<file path="src/rtl/branch_predictor.sv">
// -----------------------------------------------------------------------------
// branch_predictor
//   Direct-mapped table of 2-bit saturating counters plus a tagged branch
//   target buffer. Fetch asks for a prediction and receives a registered
//   taken/target answer one cycle later; execute returns resolved outcomes
//   that train the counters and BTB and bump the performance counters.
//
// Ports
//   clk            in   clock, all state on rising edge
//   rst_n          in   asynchronous active-low reset
//   pred_req       in   prediction request for pred_pc
//   pred_pc        in   fetch PC (bits [1:0] ignored)
//   pred_valid     out  prediction valid (cycle after pred_req)
//   pred_taken     out  predicted taken
//   pred_target    out  predicted next PC
//   upd_valid      in   resolved branch presented this cycle
//   upd_pc         in   PC of resolved branch
//   upd_br_en      in   resolved outcome
//   upd_target     in   resolved taken target
//   upd_pred_taken in   prediction originally used for this branch
//   flush          in   invalidate all BTB entries (synchronous)
//   br_count       out  resolved branches, saturating
//   mispred_count  out  mispredictions, saturating
// -----------------------------------------------------------------------------
module branch_predictor #(
    parameter int         IDX_WIDTH = 6,
    parameter int         TAG_WIDTH = 8,
    parameter logic [1:0] CNT_INIT  = 2'b01
) (
    input  logic        clk,
    input  logic        rst_n,
    input  logic        pred_req,
    input  logic [31:0] pred_pc,
    output logic        pred_valid,
    output logic        pred_taken,
    output logic [31:0] pred_target,
    input  logic        upd_valid,
    input  logic [31:0] upd_pc,
    input  logic        upd_br_en,
    input  logic [31:0] upd_target,
    input  logic        upd_pred_taken,
    input  logic        flush,
    output logic [31:0] br_count,
    output logic [31:0] mispred_count
);

    localparam int DEPTH = 2 ** IDX_WIDTH;

    logic [1:0]           cnt_reg        [DEPTH];
    logic [DEPTH-1:0]     btb_valid_reg;
    logic [TAG_WIDTH-1:0] btb_tag_reg    [DEPTH];
    logic [31:0]          btb_target_reg [DEPTH];

    logic        pred_valid_reg;
    logic        pred_taken_reg;
    logic [31:0] pred_target_reg;
    logic [31:0] br_count_reg;
    logic [31:0] mispred_count_reg;

    logic [IDX_WIDTH-1:0] pred_idx;
    logic [TAG_WIDTH-1:0] pred_tag;
    logic [IDX_WIDTH-1:0] upd_idx;
    logic [TAG_WIDTH-1:0] upd_tag;

    assign pred_idx = pred_pc[IDX_WIDTH+1:2];
    assign pred_tag = pred_pc[IDX_WIDTH+TAG_WIDTH+1:IDX_WIDTH+2];
    assign upd_idx  = upd_pc[IDX_WIDTH+1:2];
    assign upd_tag  = upd_pc[IDX_WIDTH+TAG_WIDTH+1:IDX_WIDTH+2];

    // Prediction is computed from the table as it stands before this edge's
    // update, so a same-cycle update to the same entry is not bypassed.
    logic        pred_hit;
    logic        pred_taken_next;
    logic [31:0] pred_target_next;

    always_comb begin
        pred_hit         = btb_valid_reg[pred_idx] && (btb_tag_reg[pred_idx] == pred_tag);
        pred_taken_next  = pred_hit && cnt_reg[pred_idx][1];
        pred_target_next = pred_taken_next ? btb_target_reg[pred_idx] : (pred_pc + 32'd4);
    end

    always_ff @(posedge clk or negedge rst_n) begin
        if (!rst_n) begin
            pred_valid_reg  <= 1'b0;
            pred_taken_reg  <= 1'b0;
            pred_target_reg <= 32'd0;
        end else begin
            pred_valid_reg <= pred_req;
            if (pred_req) begin
                pred_taken_reg  <= pred_taken_next;
                pred_target_reg <= pred_target_next;
            end
        end
    end

    // Saturating 2-bit counters.
    always_ff @(posedge clk or negedge rst_n) begin
        if (!rst_n) begin
            for (int i = 0; i < DEPTH; i++) begin
                cnt_reg[i] <= CNT_INIT;
            end
        end else if (upd_valid) begin
            if (upd_br_en) begin
                if (cnt_reg[upd_idx] != 2'b11) begin
                    cnt_reg[upd_idx] <= cnt_reg[upd_idx] + 2'd1;
                end
            end else begin
                if (cnt_reg[upd_idx] != 2'b00) begin
                    cnt_reg[upd_idx] <= cnt_reg[upd_idx] - 2'd1;
                end
            end
        end
    end

    // Flush clears valid bits only and beats a same-cycle BTB write.
    logic btb_write;
    assign btb_write = upd_valid && upd_br_en && !flush;

    always_ff @(posedge clk or negedge rst_n) begin
        if (!rst_n) begin
            btb_valid_reg <= '0;
        end else if (flush) begin
            btb_valid_reg <= '0;
        end else if (btb_write) begin
            btb_valid_reg[upd_idx] <= 1'b1;
        end
    end

    // Tags and targets need no reset: they are qualified by the valid bits.
    always_ff @(posedge clk) begin
        if (btb_write) begin
            btb_tag_reg[upd_idx]    <= upd_tag;
            btb_target_reg[upd_idx] <= upd_target;
        end
    end

    // Performance counters, holding at all-ones.
    always_ff @(posedge clk or negedge rst_n) begin
        if (!rst_n) begin
            br_count_reg      <= 32'd0;
            mispred_count_reg <= 32'd0;
        end else if (upd_valid) begin
            if (br_count_reg != 32'hFFFF_FFFF) begin
                br_count_reg <= br_count_reg + 32'd1;
            end
            if ((upd_br_en != upd_pred_taken) && (mispred_count_reg != 32'hFFFF_FFFF)) begin
                mispred_count_reg <= mispred_count_reg + 32'd1;
            end
        end
    end

    assign pred_valid    = pred_valid_reg;
    assign pred_taken    = pred_taken_reg;
    assign pred_target   = pred_target_reg;
    assign br_count      = br_count_reg;
    assign mispred_count = mispred_count_reg;

endmodule

</file>
<file path="config.mk">
export PLATFORM = sky130hd
export DESIGN_NAME = branch_predictor
export DESIGN_NICKNAME = d
export VERILOG_FILES = /design/src/rtl/branch_predictor.sv
export SDC_FILE = /design/constraint.sdc
export NUM_CORES = 2
export LEC_CHECK = 0
export CORE_MARGIN = 5
export CORE_UTILIZATION = 50
export CTS_BUF_LIST = sky130_fd_sc_hd__clkbuf_16
export DETAILED_ROUTE_END_ITERATION = 6
export PLACE_DENSITY = 0.67
export SLEW_MARGIN = 5
export SYNTH_ARGS = -nofsm -noshare
export SYNTH_HDL_FRONTEND = slang
export SYNTH_SLANG_ARGS = --single-unit
</file>
<file path="constraint.sdc">
create_clock -name clk -period 3.1 [get_ports clk]
set_clock_uncertainty 0.1 [all_clocks]
set_input_delay 0.465 -clock clk [delete_from_list [all_inputs] [get_ports clk]]
set_output_delay 0.465 -clock clk [all_outputs]
set_load 0.02 [all_outputs]
</file>
Yosys cells after proc, flatten, opt, wreduce, memory -nomap -nowiden
Memories as Yosys holds them, arrays and structs flattened.
Index checks and enable logic that the tools add are counted.
{"block": "word_totals", "out_inout_bits": 98, "input_bits": 103, "ram_bits": 2560, "regBits": 290, "memories": 2}
{"name": "btb_target_reg", "words": 64, "width": 32, "rd": 1, "rd_ports_with_merged_regs": 0, "write_ports": 1, "line_no": "52", "source": "logic [31:0] btb_target_reg [DEPTH];"}
{"name": "btb_tag_reg", "words": 64, "width": 8, "rd": 1, "rd_ports_with_merged_regs": 0, "write_ports": 1, "line_no": "51", "source": "logic [TAG_WIDTH-1:0] btb_tag_reg [DEPTH];"}
{"block": "classes", "n_lt_le_gt_ge": 6, "addsub": 5, "mux": 22, "reduce_logical": 14, "n_eq_ne": 6, "n_bitwise": 3}
{"cell": "$mux 128", "count": 3}
{"cell": "$bwmux 128", "count": 2}
{"cell": "$mux 64", "count": 2}
{"cell": "$add 32x1->32 const B", "count": 2}
{"cell": "$ne 32x32->1 const B", "count": 2}
{"cell": "$or 64x64->64", "count": 1}
{"cell": "$add 32x3->32 const B", "count": 1}
{"cell": "$mux 32", "count": 1}
{"cell": "$bmux 2 s6", "count": 2}
{"cell": "$ge 7x7->1 const B", "count": 2}
{"cell": "$lt 6x7->1 const B", "count": 2}
{"cell": "$not 6->7", "count": 2}
{"cell": "$demux 2 s6", "count": 1}
{"cell": "$mux 2", "count": 5}
{"cell": "$eq 8x8->1", "count": 1}
{"cell": "$logic_and 1x1->1", "count": 7}
{"cell": "$lt 7x1->1 const B", "count": 1}
{"cell": "$bmux 1 s6", "count": 1}
{"cell": "$demux 1 s6", "count": 1}
{"cell": "$ge 6x1->1 const B", "count": 1}
{"cell": "$reduce_bool 2->1", "count": 3}
{"cell": "$mux 1", "count": 4}
{"cell": "$reduce_and 2->1", "count": 2}
{"cell": "$reduce_and 3->1", "count": 1}
{"cell": "6 further kinds", "count": 6}

Logic depth before layout (Yosys ltp)
{"block": "depth", "ltp_word": 8, "ltp_mapped": 18}

Worst setup path after synthesis
No wires, ideal clock.
{"block": "synth_timing", "path_kind": "input-to-reg", "from": "input port upd_pc[4]", "to": "memory btb_tag_reg[12][0], enable pin", "t_arrival_ns": 3.541, "cell_stages": 5, "path_slack_ns": -0.979, "path_cell_list": "clkbuf_1 -> nor3b_1 -> nand2_1 -> clkbuf_1 -> nor2_1"}
{"element": "start, declared", "line_no": "38", "source": "input logic [31:0] upd_pc,"}
{"element": "end, declared", "line_no": "51"}
Straight into the memory's write port.

Worst setup path in the final report
{"block": "layout_timing", "from": "memory btb_tag_reg[63][3]", "to": "register pred_target_reg[15], in the netlist pred_target[15]"}
{"block": "layout_via", "elab_chain_len": 5}
{"element": "$mem_v2 64x8"}
{"element": "$eq 8x8->1", "line_no": "77", "source": "pred_hit = btb_valid_reg[pred_idx] && (btb_tag_reg[pred_idx] == pred_tag);"}
{"element": "$logic_and 1x1->1", "line_no": "77"}
{"element": "$logic_and 1x1->1", "line_no": "78", "source": "pred_taken_next = pred_hit && cnt_reg[pred_idx][1];"}
{"element": "$mux 32", "line_no": "79", "source": "pred_target_next = pred_taken_next ? btb_target_reg[pred_idx] : (pred_pc + 32'd4);"}
{"element": "end signal, assigned", "line_no": "91", "source": "pred_target_reg <= pred_target_next;"}
{"element": "end, declared", "line_no": "56", "source": "logic [31:0] pred_target_reg;"}
Every way passes these cells.
A chain may end at the register's enable or synchronous reset.

==> metrics <==
drt via density ~6.3; Die H 482 um; area of the multi-input gates 26400 um^2; Remaining DRCs 0; initial antenna violation count 16; Buf+Inv Stages, Crit Path 4; I/O pins 201; Core Rows 173; ys async rst share 10.2%; failing checks setup timing; CTS tree done; Max stage delay on crit path around 530 ps; Total GRT Usage 27.3%; core area between 200000 and 250000 um^2; Post-Syn Instances 5294; crit-path leading delay family multiplexers; sequential-to-total area share from yosys stat 75.5%; initial core utilization 50.2%; Syn-to-layout area delta 19.9%; HPWL Detailed 196000 um; HP Class in2async; Die X 482 um; dpl cells approximately 8800; FMAX 293 MHz; CP endpoint kind flip-flop; max_cap viols 0; Static Leak between 40 and 50 nW; Final Non-Filler Cells 9324; FF-to-FF Start btb_tag_reg[63][3]; count of different cell masters after synthesis 71; crit path DAT 4150 ps; Final Wtd Congestion 0.947; Main synth FF type edfxtp_1; Post-synth EDFFs 2560; Netlist Area Pre-Place around 110000 um^2; R2R Path End pred_target[15]; wire per inst roughly 34 um; first-pass GRT wire length around 450000 um; CP Launch Type flip-flop; Final Hold Vio Count 0; number of routed nets with antenna violations 0; vias in the first global route 59500; max reg flops 2048; number of synthesized register bits 2850; Warnings, synthesis 0; Max rail drop VDD 0.000448 V; Die ar. 233000 um^2; Max H-tree Level 5; vias 59200; Final period util 110%; Setup violations, final 33; fin nets approximately 6200; critical path depth in cells 13; run status finished, violations left; slowest cell on the critical path mux4_2; Worst Tran Pin Value 1210 ps; initial drt markers 8418; largest net degree at the start of global routing between 80 and 90; fill count 15500; Worst Setup Path Type reg2reg; Worst Path Max Fanout 5; drt pass-1 iters 6; port bufs between 150 and 200; final wirelength between 300000 and 400000 um; RSZ-0062 raised after global routing true; CTS Buffer Depth 4; Sequential cell area 84200 um^2; final hold slack 44.3 ps; total gr overflow 0; Slew Viols, Final 0; R2R setup slack -320 ps; crit path cell chain mux4_2 > mux4_2 > o21a_1 > a22oi_2 > buf_4 > xor2_2 > o2111ai_2 > and4bb_4 > buf_12 > buf_12 > buf_8 > nand3_1 > o221ai_2; layout cell share with drive strength beyond 1 33.7%; Final min period 3420 ps; Root Buffer Master clkbuf_16; Setup crit start btb_tag_reg[63][3]; syn_nets 5402; critical path required time 3840 ps; final worst slack -317 ps; pwr/cell area 617 nW/um^2; max-slew headroom at the worst pin about a fifth; Mean Syn Cell Area 21.1 um^2; clock latency on the worst-skew pair around 930 ps; CTS clk-pin slew, worst paths 60 ps; Reg2Reg Depth 13; clk sink count ~2900; CTS buffer count 305; Worst setup endpoint pred_target[15]
how the worst min path moves through the flow:
stage	startpoint	to	slack (ps)	depth (start not counted)
5_1_grt	rst_n	btb_valid_reg[3]	80	2
2_1_floorplan	rst_n	br_count[0]	70	0
3_5_place_dp	flip-flop	flip-flop	380	2
3_3_place_gp	flip-flop	flip-flop	370	2
4_1_cts	rst_n	btb_valid_reg[3]	30	2
6_report	rst_n	btb_valid_reg[2]	40	2
report_power, final:
part	internal, mW	switching, mW	total, mW
logic	2.30	3.05	5.35
clock network	19.7	14.4	34.1
registers	42.5	0.556	43.0
stage by stage:
stage | TNS [ps] | utilization, % | worst slack (ps) | instance area (um^2) | power, mW
6_report | -7750 | 60.2 | -317 | 134000 | 82.5
5_1_grt | -12640 | 60.2 | -389 | 134000 | 85.0
4_1_cts | -8250 | 60.1 | -309 | 134000 | 82.9
3_5_place_dp | -181880 | 55.8 | -1090 | 124000 | 49.1
3_3_place_gp | -156070 | 55.8 | -948 | 124000 | 49.0
2_1_floorplan | -302750 | - | -568 | 112000 | 46.4
layout by cell type (no fill, tap or decap), types with 37 or more instances in the layout:
| master | count |
|---|---|
| o22ai_1 | 101 |
| buf_12 | 260 |
| dfrtp_1 | 225 |
| clkinv_2 | 49 |
| buf_2 | 42 |
| nor2_1 | 47 |
| nand3_1 | 64 |
| dfstp_2 | 64 |
| nor2_4 | 72 |
| o21ai_1 | 71 |
| buf_4 | 357 |
| mux4_2 | 802 |
| clkbuf_16 | 314 |
| xnor2_1 | 63 |
| nand2_1 | 305 |
| mux2i_1 | 37 |
| inv_1 | 167 |
| edfxtp_1 | 2560 |
| a22oi_1 | 43 |
| o21ai_0 | 72 |
| clkinv_1 | 63 |
| clkdlybuf4s50_1 | 133 |
| nand4_1 | 38 |
logic make-up after synthesis:
logic type                 share of synthesized area, %
buffers and inverters                              1.71
xor gates and xnor gates                          0.746
muxes                                              16.6
DFF                                                75.5
and+or+nand+nor                                    2.79
AOI/OAI and AO/OA                                  2.56
adders and majority gates                        0.0561
worst reg2reg max path, cell delays in order, from the launching register on:
cell       delay (ps)
edfxtp_1          370
mux4_2            480
mux4_2            530
o21a_1            220
a22oi_2           150
buf_4             170
xor2_2            150
o2111ai_2         140
and4bb_4          420
buf_12            180
buf_12            140
buf_8             100
nand3_1            90
o221ai_2           90
final cells by class:
| type | count | share of cell area [%] |
|---|---|---|
| clock buffer | 314 | 5.88 |
| inverter | 110 | 0.314 |
| antenna | 8 | 0.0150 |
| tap | 2975 | 2.78 |
| timing repair buffer | 816 | 7.26 |
| multi-input combinational | 2043 | 19.7 |
| clock inverter | 208 | 1.04 |
| sequential | 2850 | 63.0 |
Yosys cell counts, types with 5 or more instances:
cell | n | area share [%]
o22ai_1 | 105 | 0.59
buf_2 | 119 | 0.53
a31oi_1 | 7 | 0.039
buf_1 | 23 | 0.077
a211oi_1 | 5 | 0.034
edfxtp_1 | 2560 | 69
o211ai_1 | 5 | 0.034
buf_6 | 25 | 0.25
o221ai_2 | 30 | 0.40
nor2_1 | 119 | 0.40
mux4_2 | 802 | 16
or3_1 | 5 | 0.028
nand3_1 | 80 | 0.36
o21ai_0 | 142 | 0.64
mux2_2 | 11 | 0.11
dfstp_2 | 64 | 1.5
or3b_2 | 5 | 0.039
and4_1 | 8 | 0.063
xnor2_1 | 63 | 0.49
xor2_1 | 32 | 0.25
a32oi_1 | 7 | 0.055
a22oi_1 | 44 | 0.30
mux2i_1 | 38 | 0.34
and2_1 | 9 | 0.050
and3_1 | 19 | 0.11
dfrtp_1 | 226 | 5.1
a21oi_1 | 8 | 0.036
nor3_1 | 11 | 0.049
nand4_1 | 38 | 0.21
inv_1 | 108 | 0.36
nor4_1 | 13 | 0.073
clkbuf_1 | 109 | 0.37
o221ai_1 | 9 | 0.071
a221oi_1 | 8 | 0.063
nor2b_1 | 10 | 0.056
ha_1 | 5 | 0.056
and3b_1 | 5 | 0.039
nand2_1 | 331 | 1.1
nand3b_1 | 12 | 0.081
buf_4 | 14 | 0.094
a2111oi_0 | 5 | 0.039
timing repair:
item / in CTS / in global routing
endpoints found under the setup margin: 129 / 161
hold buffers: 5 / 0
resized for setup: 44 / 50
endpoints found under the hold margin: 265 / 0
gates cloned: 2 / 0
pin swaps: 26 / 20
setup buffers: 12 / 3
metal layers:
metal	track usage [%]	part of all wire, %	vias up	routed length, um
li1	-	-	23700	-
met1	37.0	37	31600	116000
met2	43.9	49	3307	154000
met3	5.13	9.2	650	28900
met4	12.0	5.0	6	15900
met5	0	0.010	-	32
Power figures use the tool's default switching activity.
